`config.mk`:
```
export PLATFORM = sky130hd
export DESIGN_NAME = icache_ctrl
export DESIGN_NICKNAME = d
export VERILOG_FILES = /design/src/rtl/icache_ctrl.sv
export SDC_FILE = /design/constraint.sdc
export NUM_CORES = 1
export LEC_CHECK = 0
export ABC_CLOCK_PERIOD_IN_PS = 2700
export BUFFER_PORTS_ARGS = -buffer_cell sky130_fd_sc_hd__buf_2
export CAP_MARGIN = 20
export CORE_AREA = 2 2 168 170
export DETAILED_ROUTE_END_ITERATION = 8
export DIE_AREA = 0 0 170 172
export SLEW_MARGIN = 0
export SYNTH_ARGS = -nofsm -noshare
export SYNTH_HDL_FRONTEND = slang
export SYNTH_SLANG_ARGS = --single-unit
```
`constraint.sdc`:
```
create_clock -name clock -period 2.7 [get_ports clock]
set_input_delay 0.135 -clock clock [delete_from_list [all_inputs] [get_ports clock]]
set_output_delay 0.135 -clock clock [all_outputs]
set_load 0.1 [all_outputs]
```
`src/rtl/icache_ctrl.sv`:
```
// Instruction cache controller: same-cycle hits, one outstanding miss, and
// forwarding of fill data to a fetch that is still waiting on the missed block.
module icache_ctrl #(
  parameter int unsigned NUM_IDX_BITS = 5,
  parameter int unsigned NUM_TAG_BITS = 8
) (
  input  logic                    clock,
  input  logic                    reset,
  input  logic                    proc2Icache_en,
  input  logic [63:0]             proc2Icache_addr,
  output logic [63:0]             Icache_data_out,
  output logic                    Icache_valid_out,
  output logic [NUM_IDX_BITS-1:0] rd1_idx,
  output logic [NUM_TAG_BITS-1:0] rd1_tag,
  input  logic [63:0]             rd1_data,
  input  logic                    rd1_valid,
  output logic                    wr1_en,
  output logic [NUM_IDX_BITS-1:0] wr1_idx,
  output logic [NUM_TAG_BITS-1:0] wr1_tag,
  output logic [63:0]             wr1_data,
  output logic [1:0]              proc2Imem_command,
  output logic [63:0]             proc2Imem_addr,
  input  logic [3:0]              Imem2proc_response,
  input  logic [63:0]             Imem2proc_data,
  input  logic [3:0]              Imem2proc_tag
);

  localparam int unsigned TagLsb = 3 + NUM_IDX_BITS;
  localparam logic [1:0] BusNone = 2'd0;
  localparam logic [1:0] BusLoad = 2'd1;

  typedef enum logic [1:0] {StIdle, StReq, StWait} state_e;

  state_e                  state_q, state_d;
  logic [63:0]             miss_addr_q, miss_addr_d;
  logic [NUM_IDX_BITS-1:0] miss_idx_q, miss_idx_d;
  logic [NUM_TAG_BITS-1:0] miss_tag_q, miss_tag_d;
  logic [3:0]              mem_tag_q, mem_tag_d;
  logic                    fill;
  logic                    hit;
  logic                    fwd;
  logic                    unused_addr_offset;

  assign rd1_idx = proc2Icache_addr[3 +: NUM_IDX_BITS];
  assign rd1_tag = proc2Icache_addr[TagLsb +: NUM_TAG_BITS];
  // The byte offset never matters: lookups, misses and forwarding are per block.
  assign unused_addr_offset = ^proc2Icache_addr[2:0];

  always_comb begin
    state_d           = state_q;
    miss_addr_d       = miss_addr_q;
    miss_idx_d        = miss_idx_q;
    miss_tag_d        = miss_tag_q;
    mem_tag_d         = mem_tag_q;
    proc2Imem_command = BusNone;
    fill              = 1'b0;
    unique case (state_q)
      StIdle: begin
        if (proc2Icache_en && !rd1_valid) begin
          miss_addr_d = {proc2Icache_addr[63:3], 3'b000};
          miss_idx_d  = rd1_idx;
          miss_tag_d  = rd1_tag;
          state_d     = StReq;
        end
      end
      StReq: begin
        proc2Imem_command = BusLoad;
        if (Imem2proc_response != 4'd0) begin
          mem_tag_d = Imem2proc_response;
          state_d   = StWait;
        end
      end
      StWait: begin
        if ((Imem2proc_tag == mem_tag_q) && (mem_tag_q != 4'd0)) begin
          fill      = 1'b1;
          mem_tag_d = 4'd0;
          state_d   = StIdle;
        end
      end
      default: state_d = StIdle;
    endcase
  end

  always_ff @(posedge clock) begin
    if (reset) begin
      state_q     <= StIdle;
      miss_addr_q <= '0;
      miss_idx_q  <= '0;
      miss_tag_q  <= '0;
      mem_tag_q   <= '0;
    end else begin
      state_q     <= state_d;
      miss_addr_q <= miss_addr_d;
      miss_idx_q  <= miss_idx_d;
      miss_tag_q  <= miss_tag_d;
      mem_tag_q   <= mem_tag_d;
    end
  end

  assign proc2Imem_addr = miss_addr_q;
  assign wr1_en         = fill;
  assign wr1_idx        = miss_idx_q;
  assign wr1_tag        = miss_tag_q;
  assign wr1_data       = Imem2proc_data;

  // A genuine hit takes priority; forwarding only serves the block being filled.
  assign hit = proc2Icache_en && rd1_valid;
  assign fwd = fill && proc2Icache_en && (proc2Icache_addr[63:3] == miss_addr_q[63:3]);
  assign Icache_valid_out = hit || fwd;
  assign Icache_data_out  = (fwd && !hit) ? Imem2proc_data : rd1_data;

endmodule
```
==> impl_metrics.py, run 1 <==
metrics = {
    "status": {
        "status": "finished with violations",
        "violations": "negative setup slack",
    },
    "pwr": {
        "power_frac_seq": 0.239,
        "p_per_area_nw_per_um2": 570,
        "combPwrFrac": 0.463,
        "p_leak_uw": 0.00380,
        "peakVddDrop_v": 0.000355,
        "sw_frac_of_total": 0.471,
        "power_frac_clock": 0.298,
        "p_switching_uw": 2140,
        "p_int_uw": 2400,
    },
    "detailed_routing": {
        "routed_via_density": 4.08,
        "detail_route.iter0.violations": 226,
        "vias": 5143,
        "ant_nets": 0,
        "drc": 0,
        "avgRoutedWirePerCell_um": 19.0,
        "dr.pass1.iters": 4,
        "routed_wl_mm": 23.9,
    },
    "logic_synthesis": {
        "synth_cell_types": 34,
        "synth-seq-cells": 67,
        "synthCells": 571,
        "ys_warn_count": 0,
        "syn_area_sq_um": 4870,
        "syn_area_per_cell_sq_um": 8.53,
        "seq_area_frac_synth": 0.276,
    },
    "timing": {
        "post-route-min-period_ns": 2.93,
        "setup_ws_ns": -0.235,
        "fmax_mhz": 341,
        "finalSetupViolations": 64,
        "skew_ns": 0.00852,
        "period_share": 1.09,
        "drv_slew": 0,
        "rsz0062_at_grt": "yes",
        "hold_violations": 0,
        "relSlewSlack": 0.585,
        "worst_pin_slew_ns": 0.623,
        "setup_tns_ns": -10.97,
    },
    "worst_setup_path": {
        "critical_path.max_fanout": 18,
        "max_stage_delay_ns": 0.35,
        "crit_chain": "xnor2_1 > buf_4 > nand4_1 > nor4_4 > buf_4 > nand2_4 > nor4_4 > buf_12 > buf_12 > mux2_4 > buf_4",
        "required_ns": 2.57,
        "end_kind": "primary output",
        "critPathKind": "reg2out",
        "cp.arrival_ns": 2.80,
        "crit_top_cell": "buf_4",
        "r2r_cells": 7,
        "critical_path.startpoint_type": "flop",
        "crit_path_top_delay_cell": "nor4_4",
    },
    "placement": {
        "pre_cts_slack_ns": -0.192,
        "hpwlAfterDp_mm": 20.3,
        "io_buffers": 418,
        "placed_cell_area_sq_um": 7010,
        "gp_congestion": 0.819,
        "dpl.cell_count": 1243,
    },
    "finish": {
        "syn_to_final_growth_pct": 63.5,
        "fill_cells": 2910,
        "final_cell_mix": "buf_2, nand2_1, a21oi_1, mux2_4",
        "final_common_cell": "buf_2",
        "stdcell_count": 1262,
        "fin_area_sq_um": 7960,
        "final_net_count": 1113,
        "drive_gt1_frac": 0.658,
    },
    "hold_path": {
        "worstHoldPathType": "in2reg",
        "whs_path_depth": 3,
    },
    "clock_network": {
        "cts.clk_slew.worst_paths_ns": 0.06,
        "cts_buffer_depth": 2,
        "root_buffer": "clkbuf_16",
        "cts_tree": "yes",
        "insertion_delay_ns": 0.34,
        "h-tree-depth": 3,
        "clock_sinks": 67,
        "cts_buffers": 9,
        "hold_buffers": 0,
    },
    "global_routing": {
        "grt-ovfl-total": 0,
        "grt_max_degree": 56,
        "antenna_found_initial": 7,
        "grt_first_pass_wirelength_mm": 31.2,
        "grt_use_total": 0.150,
        "first_global_vias": 4783,
    },
    "die": {
        "die_x_um": 170,
        "core_area_sq_um": 27500,
        "die_area_sq_um": 29200,
        "pin_count": 426,
        "die_h_um": 172,
        "rows": 61,
        "start_util": 0.177,
    },
    "flow_run": {
        "maxCapViolCount": 0,
    },
}
==> through the flow <==
stage	power, uW	hold WS, ns	util
2_1_floorplan	2730	0.261	-
3_3_place_gp	3100	0.380	0.255
3_5_place_dp	3100	0.387	0.255
4_1_cts	4590	0.0135	0.288
5_1_grt	4700	0.0245	0.290
6_report	4540	0.0355	0.290
==> cell type report <==
type / instances / area (sq um) / area share
diodes: 2 / 5.00 / 0.000629
clock buffers: 10 / 250 / 0.0314
clock inverters: 6 / 93.8 / 0.0118
inverters: 11 / 41.3 / 0.00519
multi-input cells: 375 / 2740 / 0.344
flip-flops and latches: 67 / 1460 / 0.183
well taps: 346 / 433 / 0.0544
repair buffers: 445 / 2950 / 0.370
==> state kept, by name, indices dropped and copies added, names as in the netlist <==
register	flops
wr1_idx	4
wr1_tag	7
proc2Imem_addr	50
state_q	2
mem_tag_q	4
==> synthesized netlist by cell type <==
cell type,n,area share
xnor2_1,49,0.088
nand4_1,12,0.015
nor4b_1,2,0.0036
or2_2,2,0.0026
a21oi_1,67,0.069
o2bb2ai_1,1,0.0018
nor2_1,5,0.0039
mux2_4,60,0.19
and2_1,1,0.0013
inv_1,11,0.0085
o2111ai_1,2,0.0036
a222oi_1,1,0.0021
conb_1,1,0.00077
o22ai_1,1,0.0013
o21ai_0,2,0.0021
nand2_1,127,0.098
mux2_2,4,0.0093
nand2b_4,1,0.0028
buf_6,6,0.014
nor4_1,5,0.0064
nor3_1,4,0.0041
a22o_1,1,0.0018
or4b_2,1,0.0021
dfxtp_1,67,0.28
xor2_1,4,0.0072
nand3_1,4,0.0041
clkbuf_1,20,0.015
a221o_1,1,0.0021
or2b_1,1,0.0015
or4_1,1,0.0015
nand2b_1,10,0.013
o221ai_1,1,0.0018
buf_4,95,0.15
nor4_4,1,0.0044
==> critical path: cells and delay by family, from the launching register on <==
family / cells / cell delay (ns)
multiplexers: 1 / 0.31
AND/OR/NAND/NOR: 4 / 0.71
XOR/XNOR: 1 / 0.15
flip-flops: 1 / 0.33
buffers and inverters: 5 / 0.93
==> logic make-up (layout without fill, tap and decap cells) <==
logic type	after synthesis	in the layout	synth area share
DFF	67	67	0.276
AOI/OAI and AO/OA	77	77	0.0853
xor gates and xnor gates	53	53	0.0953
muxes	64	64	0.194
and+or+nand+nor	177	177	0.164
buffers and inverters	132	472	0.184
other	1	6	0.000770
==> timing repair <==
item | 4_1_cts | 5_1_grt
pin swaps | 2 | 2
setup endpoints to repair | 64 | 64
buffers inserted | 1 | 0
hold endpoints to repair | 0 | 0
gates resized for setup | 152 | 10
==> power by group through the flow <==
stage / Clock, uW / Sequential (uW) / Combinational (uW)
after global placement: 0 / 1100 / 2000
after floorplan: 0 / 1420 / 1310
final: 1350 / 1080 / 2100
after detailed placement: 0 / 1100 / 2000
after global routing: 1440 / 1090 / 2170
after CTS: 1400 / 1080 / 2110
==> final timing paths <==
path,startpoint,endpoint,slack [ns]
worst max-delay path,proc2Imem_addr[28],Icache_data_out[1],-0.23
worst min-delay path,proc2Icache_addr[20],proc2Imem_addr[20],0.04
worst min register to register,proc2Imem_addr[16],proc2Imem_addr[16],0.47
worst max register to register,mem_tag_q[0],mem_tag_q[0],0.71
==> layer usage <==
| layer | wire length [um] | vias to the layer above | track usage | share of wire |
|---|---|---|---|---|
| met5 | 27 | - | 0 | 0.0011 |
| met4 | 691 | 4 | 0.0502 | 0.029 |
| met2 | 12100 | 255 | 0.266 | 0.50 |
| met1 | 9380 | 2370 | 0.175 | 0.39 |
| met3 | 1760 | 37 | 0.0414 | 0.074 |
| li1 | - | 2477 | - | - |
No activity file was read; power rests on OpenSTA's default activity.
==> run 2: changes to the inputs <==
--- a/config.mk
+++ b/config.mk
@@ -11,6 +11,7 @@
 export CORE_AREA = 2 2 168 170
 export DETAILED_ROUTE_END_ITERATION = 8
 export DIE_AREA = 0 0 170 172
+export PLACE_DENSITY = 0.54
 export SLEW_MARGIN = 0
 export SYNTH_ARGS = -nofsm -noshare
 export SYNTH_HDL_FRONTEND = slang
==> run 2 against run 1 <==
Against the previous run:
- the flow still finishes with violations (negative setup slack)
- final cell count up 0.63%
- wire length is 4.3% higher
- total power down 0.32%
- first-iteration DRC count is 20% lower
- clock power decreased by 7%
- largest cell class unchanged
==> impl_metrics.py, run 2 (synthesis results as in run 1) <==
metrics = {
    "die": {
        "die_area_sq_um": 29200,
        "pin_count": 426,
        "rows": 61,
        "die_x_um": 170,
        "die_h_um": 172,
        "start_util": 0.177,
        "core_area_sq_um": 27500,
    },
    "timing": {
        "setup_ws_ns": -0.296,
        "hold_violations": 0,
        "setup_tns_ns": -15.62,
        "worst_pin_slew_ns": 0.749,
        "drv_slew": 0,
        "post-route-min-period_ns": 3.00,
        "finalSetupViolations": 64,
        "relSlewSlack": 0.500,
        "period_share": 1.11,
        "fmax_mhz": 334,
        "skew_ns": 0.00947,
        "hold_slack_ns": 0.0170,
        "rsz0062_at_grt": "yes",
    },
    "finish": {
        "final_net_count": 1119,
        "stdcell_count": 1270,
        "final_cell_mix": "buf_2, nand2_1, a21oi_1, buf_12, mux2_4",
        "syn_to_final_growth_pct": 71.4,
        "final_common_cell": "buf_2",
        "drive_gt1_frac": 0.658,
        "largest_register_ffs": 50,
        "fin_area_sq_um": 8350,
    },
    "global_routing": {
        "antenna_found_initial": 11,
        "grt_most_used_layer": "met2",
        "met2_usage": 0.281,
        "grt_use_total": 0.159,
        "grt_max_degree": 68,
        "grt-ovfl-total": 0,
        "grtUsageMet1": 0.174,
        "first_global_vias": 4930,
        "grt_first_pass_wirelength_mm": 33.1,
        "grt_util_met3": 0.0499,
    },
    "worst_setup_path": {
        "end_kind": "primary output",
        "critical_path.startpoint_type": "flop",
        "r2r_cells": 7,
        "cp.arrival_ns": 2.86,
        "critical_path.max_fanout": 13,
        "required_ns": 2.57,
        "critPathKind": "reg2out",
    },
    "detailed_routing": {
        "routed_wl_mm": 25.0,
        "ant_nets": 0,
        "drc": 0,
        "avgRoutedWirePerCell_um": 19.7,
        "detail_route.iter0.violations": 181,
        "routed_via_density": 4.09,
        "vias": 5192,
        "dr.pass1.iters": 4,
    },
    "pwr": {
        "p_int_uw": 2320,
        "sw_frac_of_total": 0.486,
        "p_switching_uw": 2200,
        "combPwrFrac": 0.483,
        "p_per_area_nw_per_um2": 542,
        "peakVddDrop_v": 0.000247,
        "power_frac_seq": 0.239,
        "power_frac_clock": 0.278,
        "p_leak_uw": 0.00395,
    },
    "hold_path": {
        "whs_path_depth": 3,
        "worstHoldPathType": "in2reg",
    },
    "status": {
        "violations": "negative setup slack",
        "status": "finished with violations",
    },
    "clock_network": {
        "cts_tree": "yes",
        "hold_buffers": 0,
        "h-tree-depth": 3,
        "clock_sinks": 67,
        "insertion_delay_ns": 0.35,
        "cts.clk_slew.worst_paths_ns": 0.07,
        "cts_buffer_depth": 2,
        "cts_buffers": 9,
        "root_buffer": "clkbuf_16",
    },
    "placement": {
        "placed_cell_area_sq_um": 7090,
        "io_buffers": 418,
        "hpwlAfterDp_mm": 20.3,
        "dpl.cell_count": 1246,
        "gp_congestion": 0.796,
    },
    "flow_run": {
        "maxCapViolCount": 0,
    },
}
run 2: cell type report:
cell class | count | area, sq um
inverter | 11 | 41.3
fill | 2917 | 19100
tap | 346 | 433
antenna | 4 | 10.0
timing repair buffer | 451 | 3380
sequential | 67 | 1460
clock inverter | 7 | 85.1
clock buffer | 9 | 225
multi-input combinational | 375 | 2720
run 2: final timing paths:
| path | from | to | slack (ns) |
|---|---|---|---|
| hold reg to reg | proc2Imem_addr[37] | proc2Imem_addr[37] | 0.47 |
| hold / removal | proc2Icache_addr[30] | proc2Imem_addr[30] | 0.02 |
| setup / recovery | proc2Imem_addr[28] | Icache_data_out[55] | -0.30 |
| setup reg to reg | mem_tag_q[0] | mem_tag_q[0] | 0.67 |
run 2: routing by layer:
metal	part of all wire	vias up
met5	0.00052	-
met2	0.50	254
li1	-	2492
met3	0.083	41
met1	0.38	2403
met4	0.041	2
run 2: timing repair:
item	CTS	global route
setup endpoints to repair	64	64
buffers inserted	3	1
gates resized for setup	232	3
pin swaps	4	2
run 2: critical path: stages, from the launching register on:
cell and delay, ns:
dfxtp_2 0.34, xnor2_2 0.10, buf_4 0.14, nand4_1 0.13, nor4_4 0.40, buf_4 0.18
nand2_4 0.05, nor4_4 0.25, buf_4 0.21, buf_12 0.16, mux2_2 0.35, buf_6 0.19
run 2: power groups by stage:
stage	Sequential [uW]	Clock, uW	Combinational (uW)
after floorplan	1420	0	1310
after global placement	1100	0	2020
after detailed placement	1100	0	2020
after CTS	1080	1300	2190
after global routing	1090	1340	2260
final	1080	1260	2180
run 2: per-stage QoR:
step / util / setup WS [ns] / power, uW
after floorplan: - / 0.0220 / 2730
after global placement: 0.258 / -0.270 / 3120
after detailed placement: 0.258 / -0.289 / 3120
after CTS: 0.302 / -0.352 / 4570
after global routing: 0.303 / -0.398 / 4690
final: 0.304 / -0.296 / 4520
